### config.mk
export PLATFORM = sky130hd
export DESIGN_NAME = tri_phase_decoder
export DESIGN_NICKNAME = d
export VERILOG_FILES = /design/src/rtl/wave_pkg.sv /design/src/rtl/tri_period_meter.sv /design/src/rtl/tri_phase_decoder.sv
export SDC_FILE = /design/constraint.sdc
export NUM_CORES = 1
export LEC_CHECK = 0
export BUFFER_PORTS_ARGS = -buffer_cell sky130_fd_sc_hd__buf_2
export CAP_MARGIN = 0
export CELL_PAD_IN_SITES_DETAIL_PLACEMENT = 1
export CELL_PAD_IN_SITES_GLOBAL_PLACEMENT = 1
export CORE_ASPECT_RATIO = 0.75
export CORE_MARGIN = 3
export CORE_UTILIZATION = 50
export DETAILED_ROUTE_END_ITERATION = 6
export GPL_TIMING_DRIVEN = 0
export PLACE_DENSITY = 0.93
export SYNTH_ARGS = -nofsm -noshare
export SYNTH_HDL_FRONTEND = slang
export SYNTH_HIERARCHICAL = 1
export SYNTH_SLANG_ARGS = --single-unit
export TNS_END_PERCENT = 10
### constraint.sdc
create_clock -name clk -period 8.6 [get_ports clk]
set_input_delay 0.86 -clock clk [delete_from_list [all_inputs] [get_ports clk]]
set_output_delay 0.86 -clock clk [all_outputs]
set_load 0.01 [all_outputs]
### src/rtl/wave_pkg.sv
// Shared definitions for the triangle-wave capture path: sample and phase
// widths, the slope tracker state encoding, and the amplitude-to-phase decode
// used by both the decoder and any reference model.
package wave_pkg;

    localparam int SAMPLE_W = 12;
    localparam int PHASE_W  = 12;

    typedef enum logic [1:0] {
        ST_ACQ  = 2'd0,
        ST_RISE = 2'd1,
        ST_FALL = 2'd2
    } wave_state_e;

    // Maps a triangle amplitude back to phase. The sample LSB is dropped so the
    // rising half covers phases 0x000..0x7FF and the falling half mirrors it
    // into 0x800..0xFFF.
    function automatic logic [PHASE_W-1:0] tri_to_phase(
        input logic [SAMPLE_W-1:0] sample,
        input logic                falling
    );
        logic [SAMPLE_W-2:0] s;
        s = sample[SAMPLE_W-1:1];
        if (falling) begin
            tri_to_phase = {1'b1, ~s};
        end else begin
            tri_to_phase = {1'b0, s};
        end
    endfunction

endpackage

### src/rtl/tri_period_meter.sv
// Trough-to-trough period meter. Counts accepted samples while the decoder is
// tracking a slope, publishes the count on every trough after the first, and
// flags a timeout when no trough arrives before the count limit.
module tri_period_meter #(
    parameter int PERIOD_W   = 16,
    parameter int MAX_PERIOD = 65535
) (
    input  logic                clk,
    input  logic                rst_n,
    input  logic                valid,
    input  logic                acquire,
    input  logic                trough_evt,
    output logic                timeout,
    output logic [PERIOD_W-1:0] period,
    output logic                period_valid,
    output logic                locked
);

    // The sample that would push the count up to MAX_PERIOD is the timeout
    // sample, so the comparison is against the value one below the limit.
    localparam logic [PERIOD_W-1:0] CNT_LAST = PERIOD_W'(MAX_PERIOD - 1);
    localparam logic [PERIOD_W-1:0] CNT_ONE  = PERIOD_W'(1);

    logic [PERIOD_W-1:0] count_r,  count_s;
    logic                have_trough_r, have_trough_s;
    logic [PERIOD_W-1:0] period_r, period_s;
    logic                period_valid_r, period_valid_s;
    logic                locked_r, locked_s;
    logic                timeout_s;

    assign timeout_s    = valid & ~acquire & (count_r >= CNT_LAST);
    assign timeout      = timeout_s;
    assign period       = period_r;
    assign period_valid = period_valid_r;
    assign locked       = locked_r;

    // Next-state for the counter; timeout wins over a trough on the same sample.
    always_comb begin
        count_s        = count_r;
        have_trough_s  = have_trough_r;
        period_s       = period_r;
        period_valid_s = 1'b0;
        locked_s       = locked_r;
        if (valid && !acquire) begin
            if (timeout_s) begin
                count_s       = {PERIOD_W{1'b0}};
                have_trough_s = 1'b0;
                locked_s      = 1'b0;
            end else if (trough_evt) begin
                if (have_trough_r) begin
                    period_s       = count_r;
                    period_valid_s = 1'b1;
                    locked_s       = 1'b1;
                end else begin
                    period_s       = period_r;
                end
                count_s       = CNT_ONE;
                have_trough_s = 1'b1;
            end else begin
                count_s = count_r + CNT_ONE;
            end
        end else begin
            count_s = count_r;
        end
    end

    // Counter and published period registers.
    always_ff @(posedge clk or negedge rst_n) begin
        if (!rst_n) begin
            count_r        <= {PERIOD_W{1'b0}};
            have_trough_r  <= 1'b0;
            period_r       <= {PERIOD_W{1'b0}};
            period_valid_r <= 1'b0;
            locked_r       <= 1'b0;
        end else begin
            count_r        <= count_s;
            have_trough_r  <= have_trough_s;
            period_r       <= period_s;
            period_valid_r <= period_valid_s;
            locked_r       <= locked_s;
        end
    end

endmodule

### src/rtl/tri_phase_decoder.sv
// Triangle-to-phase decoder. Tracks slope direction with hysteresis around the
// running extreme, decodes each accepted sample into phase, emits peak/trough
// pulses on reversals and measures the trough-to-trough period.
module tri_phase_decoder
    import wave_pkg::*;
#(
    parameter int HYST       = 8,
    parameter int PERIOD_W   = 16,
    parameter int MAX_PERIOD = 65535
) (
    input  logic                clk,
    input  logic                rst_n,
    input  logic                in_valid,
    input  logic [SAMPLE_W-1:0] in_sample,
    output logic                out_valid,
    output logic [PHASE_W-1:0]  phase_out,
    output logic                dir,
    output logic                locked,
    output logic                peak_pulse,
    output logic                trough_pulse,
    output logic [PERIOD_W-1:0] period,
    output logic                period_valid
);

    // One extra bit so sample +/- HYST never wraps at either rail.
    localparam int             XW     = SAMPLE_W + 1;
    localparam logic [XW-1:0]  HYST_X = XW'(HYST);

    wave_state_e         state_r, state_s;
    logic [SAMPLE_W-1:0] ext_r, ext_s;
    logic                have_ref_r, have_ref_s;
    logic                out_valid_r, out_valid_s;
    logic [PHASE_W-1:0]  phase_r, phase_s;
    logic                dir_r, dir_s;
    logic                peak_r, peak_s;
    logic                trough_r, trough_s;

    logic [XW-1:0]       sample_x_s;
    logic [XW-1:0]       ext_x_s;
    logic                above_s;
    logic                below_s;
    logic                acquire_s;
    logic                trough_evt_s;
    logic                timeout_s;

    assign sample_x_s   = {1'b0, in_sample};
    assign ext_x_s      = {1'b0, ext_r};
    assign above_s      = sample_x_s > (ext_x_s + HYST_X);
    // Written as sample + HYST < ext so the subtraction never goes negative.
    assign below_s      = (sample_x_s + HYST_X) < ext_x_s;
    assign acquire_s    = (state_r == ST_ACQ);
    assign trough_evt_s = in_valid & (state_r == ST_FALL) & above_s;

    tri_period_meter #(
        .PERIOD_W   (PERIOD_W),
        .MAX_PERIOD (MAX_PERIOD)
    ) u_meter (
        .clk          (clk),
        .rst_n        (rst_n),
        .valid        (in_valid),
        .acquire      (acquire_s),
        .trough_evt   (trough_evt_s),
        .timeout      (timeout_s),
        .period       (period),
        .period_valid (period_valid),
        .locked       (locked)
    );

    assign out_valid    = out_valid_r;
    assign phase_out    = phase_r;
    assign dir          = dir_r;
    assign peak_pulse   = peak_r;
    assign trough_pulse = trough_r;

    // Slope tracker next-state and decoded output stage.
    always_comb begin
        state_s     = state_r;
        ext_s       = ext_r;
        have_ref_s  = have_ref_r;
        out_valid_s = 1'b0;
        phase_s     = phase_r;
        dir_s       = dir_r;
        peak_s      = 1'b0;
        trough_s    = 1'b0;
        if (in_valid) begin
            case (state_r)
                ST_ACQ: begin
                    if (!have_ref_r) begin
                        ext_s      = in_sample;
                        have_ref_s = 1'b1;
                    end else if (above_s) begin
                        state_s     = ST_RISE;
                        ext_s       = in_sample;
                        out_valid_s = 1'b1;
                        phase_s     = tri_to_phase(in_sample, 1'b0);
                        dir_s       = 1'b0;
                    end else if (below_s) begin
                        state_s     = ST_FALL;
                        ext_s       = in_sample;
                        out_valid_s = 1'b1;
                        phase_s     = tri_to_phase(in_sample, 1'b1);
                        dir_s       = 1'b1;
                    end else begin
                        ext_s = ext_r;
                    end
                end
                ST_RISE: begin
                    if (timeout_s) begin
                        // Lost track: re-arm so the next sample is a fresh reference.
                        state_s    = ST_ACQ;
                        have_ref_s = 1'b0;
                    end else if (below_s) begin
                        state_s     = ST_FALL;
                        ext_s       = in_sample;
                        peak_s      = 1'b1;
                        out_valid_s = 1'b1;
                        phase_s     = tri_to_phase(in_sample, 1'b1);
                        dir_s       = 1'b1;
                    end else begin
                        if (sample_x_s > ext_x_s) begin
                            ext_s = in_sample;
                        end else begin
                            ext_s = ext_r;
                        end
                        out_valid_s = 1'b1;
                        phase_s     = tri_to_phase(in_sample, 1'b0);
                        dir_s       = 1'b0;
                    end
                end
                ST_FALL: begin
                    if (timeout_s) begin
                        state_s    = ST_ACQ;
                        have_ref_s = 1'b0;
                    end else if (above_s) begin
                        state_s     = ST_RISE;
                        ext_s       = in_sample;
                        trough_s    = 1'b1;
                        out_valid_s = 1'b1;
                        phase_s     = tri_to_phase(in_sample, 1'b0);
                        dir_s       = 1'b0;
                    end else begin
                        if (sample_x_s < ext_x_s) begin
                            ext_s = in_sample;
                        end else begin
                            ext_s = ext_r;
                        end
                        out_valid_s = 1'b1;
                        phase_s     = tri_to_phase(in_sample, 1'b1);
                        dir_s       = 1'b1;
                    end
                end
                default: begin
                    state_s    = ST_ACQ;
                    have_ref_s = 1'b0;
                end
            endcase
        end else begin
            state_s = state_r;
        end
    end

    // Tracker state, reference extreme and registered outputs.
    always_ff @(posedge clk or negedge rst_n) begin
        if (!rst_n) begin
            state_r     <= ST_ACQ;
            ext_r       <= {SAMPLE_W{1'b0}};
            have_ref_r  <= 1'b0;
            out_valid_r <= 1'b0;
            phase_r     <= {PHASE_W{1'b0}};
            dir_r       <= 1'b0;
            peak_r      <= 1'b0;
            trough_r    <= 1'b0;
        end else begin
            state_r     <= state_s;
            ext_r       <= ext_s;
            have_ref_r  <= have_ref_s;
            out_valid_r <= out_valid_s;
            phase_r     <= phase_s;
            dir_r       <= dir_s;
            peak_r      <= peak_s;
            trough_r    <= trough_s;
        end
    end

endmodule

==> flow_summary_export.csv <==
group,metric,value,unit
clock_tree,cts_tree,"built",
synth,synth.distinct_cells,66,
synth,syn-cell-area,4220,um^2
die,initial_core_util,52.4,%
synth,synth.top_cells.by_count,"dfrtp_1, ha_1, nand2_1, xnor2_1",
global_routing,grt_use_total,31.1,%
clock_tree,cts_resized,0,
synth,ys_top_cells_by_area,"dfrtp_1, ha_1, mux2_4",
synth,syn-num-nets,460,
cells_and_area,fin_area,4900,um^2
sta,min_period_over_period,51.5,%
route,detail_route.first_pass.iterations,4,
sta,tns,0,ps
setup_path,reg2reg_to,"u_meter/period[6]$_DFFE_PN0P_",
cells_and_area,antenna_cells,0,
setup_path,r2r_slack,4170,ps
sta,finalCriticalPeriod,4430,ps
run,drv_cap,0,
synth,synth_async_sr_flop_share,100,%
die,io_pins,49,
global_routing,use_met2,52.2,%
synth,yosys_warnings,6,
setup_path,worstSetupEndpointType,"flop",
clock_tree,hold_buffers,0,
cells_and_area,drive_above_1_share,24.8,%
global_routing,grt_use_met1,39.6,%
sta,tightestPinTransition,865,ps
clock_tree,cts_buffers,9,
clock_tree,cts_buffer_depth,2,
clock_tree,cts.sinks,65,
clock_tree,htreeDepth,3,
power_and_ir_drop,p_leak,2.35,nW
cells_and_area,nNetsFinal,519,
sta,setup_slack,4170,ps
sta,skew,7.09,ps
global_routing,grt.busiest_layer,"met2",
route,routed_wirelength,14.1,mm
global_routing,grt_max_degree,66,
synth,synth_edf_count,0,
synth,synth_cells,407,
setup_path,slowest_stage,"dfrtp_1",
synth,synth_ff_type,"dfrtp_1",
synth,synth_top_area_share,38.6,%
global_routing,grt_pass1_wl,23.3,mm
clock_tree,clock_latency,340,ps
global_routing,antenna_found_initial,0,
setup_path,max_stage_delay,480,ps
setup_path,worstPathArrival,4650,ps
placement,placed_area,4590,um^2
synth,seq_area_frac_synth,38.6,%
cells_and_area,syn_to_final_growth,16.1,%
die,die-area,9590,um^2
synth,synth_top_area_cell,"dfrtp_1",
route,via_count,3728,
route,drt_drc_violations_left,0,
synth,yosysMostFrequentCell,"dfrtp_1",
synth,syn_avg_cell_area,10.4,um^2
route,drt-initial-drc-count,255,
min_path,whs_path_depth,1,
outcome,status,"complete, no violations",
clock_tree,clk_pin_slew,60,ps
cells_and_area,fin_cells,576,
sta,setup-violations-final,0,
route,wl_per_cell,24.5,um
setup_path,required,8820,ps
route,viasPerCell,6.47,
setup_path,worstPathMaxFanout,10,
setup_path,crit_buf_inv,1,
global_routing,grt_overflow,0,
setup_path,rr_worst_depth,15,
placement,dp_hpwl,8.62,mm
placement,gp_congestion,0.930,
sta,drv_slew,0,
placement,io_buffers,48,
power_and_ir_drop,total_power,1.86,mW
die,core,8060,um^2
placement,dp_cells,560,
setup_path,critPathLaunchType,"flop",
global_routing,grt_pass1_vias,4135,
global_routing,use_met3,6.77,%
die,rows,28,
sta,finalHoldViolCount,0,
setup_path,critical_path_class,"flop to flop",
min_path,holdPathEnd,"u_meter/period[7]$_DFFE_PN0P_",
clock_tree,clockRootBuffer,"clkbuf_16",
clock_tree,cts_setup_buffers,0,
die,die_y,85.6,um
sta,timing.fmax,0.226,GHz
die,die_w,112,um
setup_path,path_delay_family,"simple AND/OR/NAND/NOR gates",
sta,rsz0062_at_grt,"no",
setup_path,path_cells,"ha_1 > and3_1 > nand2_1 > nor4_1 > xnor2_1 > ha_1 > nand3_1 > or3_1 > nand3_1 > o21a_1 > and3_1 > nand3_1 > a31oi_4 > buf_6 > mux2_4",
sta,relSlewSlack,42.4,%
min_path,worstHoldStart,"u_meter/period[7]$_DFFE_PN0P_",
power_and_ir_drop,vdd_drop_max,0.147,mV
setup_path,critical_path.most_common_cell,"nand3_1",
route,ant_nets,0,
setup_path,timing.rr.start,"ext_r[3]$_DFFE_PN0P_",
placement,dp_slack,4430,ps
synth,synth-seq-cells,65,
power_and_ir_drop,cellPowerDensity,380,nW/um^2
min_path,hp-class,"flop to flop",
-- stage by stage --
step                hold slack [ps]  util [%]
floorplan                       463         -
global placement                458      57.0
detailed placement              466      57.0
CTS                             479      60.8
global route                    515      60.8
finish                          480      60.8
-- sequential cells by signal (all words and copies together), names as in the netlist --
| register | cells |
|---|---|
| peak_pulse | 1 |
| phase_out | 11 |
| dir | 1 |
| u_meter/locked | 1 |
| have_ref_r | 1 |
| state_r | 2 |
| trough_pulse | 1 |
| u_meter/period | 16 |
| ext_r | 12 |
| u_meter/count_r | 16 |
| u_meter/have_trough_r | 1 |
| out_valid | 1 |
| u_meter/period_valid | 1 |
-- worst register-to-register path: cells and delay by family, from the launching register on --
kind | cells | cell delay, ps
DFF | 1 | 480
muxes | 1 | 330
xor gates and xnor gates | 1 | 140
buffers and inverters | 1 | 240
and+or+nand+nor | 8 | 1850
adders and majority gates | 2 | 590
AOI/OAI and AO/OA | 2 | 700
-- worst max-delay path by stage --
| stage | start | to | cells past startpoint |
|---|---|---|---|
| floorplan | ext_r[3]$_DFFE_PN0P_ | u_meter/period[0]$_DFFE_PN0P_ | 15 |
| global placement | ext_r[3]$_DFFE_PN0P_ | u_meter/period[5]$_DFFE_PN0P_ | 15 |
| detailed placement | ext_r[3]$_DFFE_PN0P_ | u_meter/period[4]$_DFFE_PN0P_ | 15 |
| CTS | ext_r[3]$_DFFE_PN0P_ | u_meter/period[6]$_DFFE_PN0P_ | 15 |
| global route | ext_r[3]$_DFFE_PN0P_ | u_meter/period[6]$_DFFE_PN0P_ | 15 |
| finish | ext_r[3]$_DFFE_PN0P_ | u_meter/period[6]$_DFFE_PN0P_ | 15 |
-- layout by cell type (no fill, tap or decap), types with 3 or more instances in the layout --
| cell | Yosys | layout |
|---|---|---|
| a21o_1 | 4 | 4 |
| a21oi_1 | 15 | 15 |
| a31oi_1 | 3 | 3 |
| and3_1 | 9 | 9 |
| and4_1 | 3 | 3 |
| buf_2 | 3 | 50 |
| buf_4 | 2 | 3 |
| buf_6 | 3 | 3 |
| clkbuf_1 | 5 | 5 |
| clkbuf_16 | 0 | 9 |
| dfrtp_1 | 65 | 65 |
| ha_1 | 38 | 38 |
| inv_1 | 21 | 21 |
| mux2_2 | 8 | 8 |
| mux2_4 | 18 | 18 |
| nand2_1 | 30 | 30 |
| nand2b_1 | 6 | 6 |
| nand3_1 | 15 | 15 |
| nand3b_1 | 5 | 5 |
| nand4_1 | 9 | 9 |
| nor2_1 | 21 | 21 |
| nor2b_1 | 5 | 5 |
| nor3_1 | 9 | 9 |
| nor4_1 | 10 | 10 |
| o21ai_0 | 20 | 20 |
| or2_2 | 3 | 3 |
| xnor2_1 | 30 | 30 |
-- where the power goes --
part | internal, mW | leakage, nW | switching [mW]
sequential | 0.413 | 0.820 | 0.108
combinational | 0.396 | 1.38 | 0.564
clock | 0.233 | 0.149 | 0.149
total | 1.04 | 2.35 | 0.821
-- layer usage --
layer	share of wire (%)	vias to the layer above	routed length, um
met5	0	-	0
met4	3.1	0	436
met3	8.2	53	1160
met2	48	229	6830
met1	40	1840	5700
li1	-	1606	-
-- area by class of cell --
cell class / count / area (um^2)
well taps: 105 / 131
plain buffers: 13 / 82.6
fillers: 919 / 3160
multi-input cells: 308 / 2430
inverters: 21 / 78.8
clock inverters: 6 / 65.1
flip-flops and latches: 65 / 1630
repair buffers: 48 / 243
clock buffers: 10 / 239
-- cells by family (layout without fill, tap and decap cells) --
kind of cell / Yosys count / count (layout) / share of synthesized area [%]
AO/OA/AOI/OAI: 72 / 72 / 12.8
XOR/XNOR: 32 / 32 / 6.64
adder cells (fa/ha/maj): 38 / 38 / 11.3
buffers and inverters: 34 / 98 / 3.83
flip-flops: 65 / 65 / 38.6
multiplexers: 29 / 29 / 9.31
AND/OR/NAND/NOR: 137 / 137 / 17.6
Power figures use the tool's default switching activity.
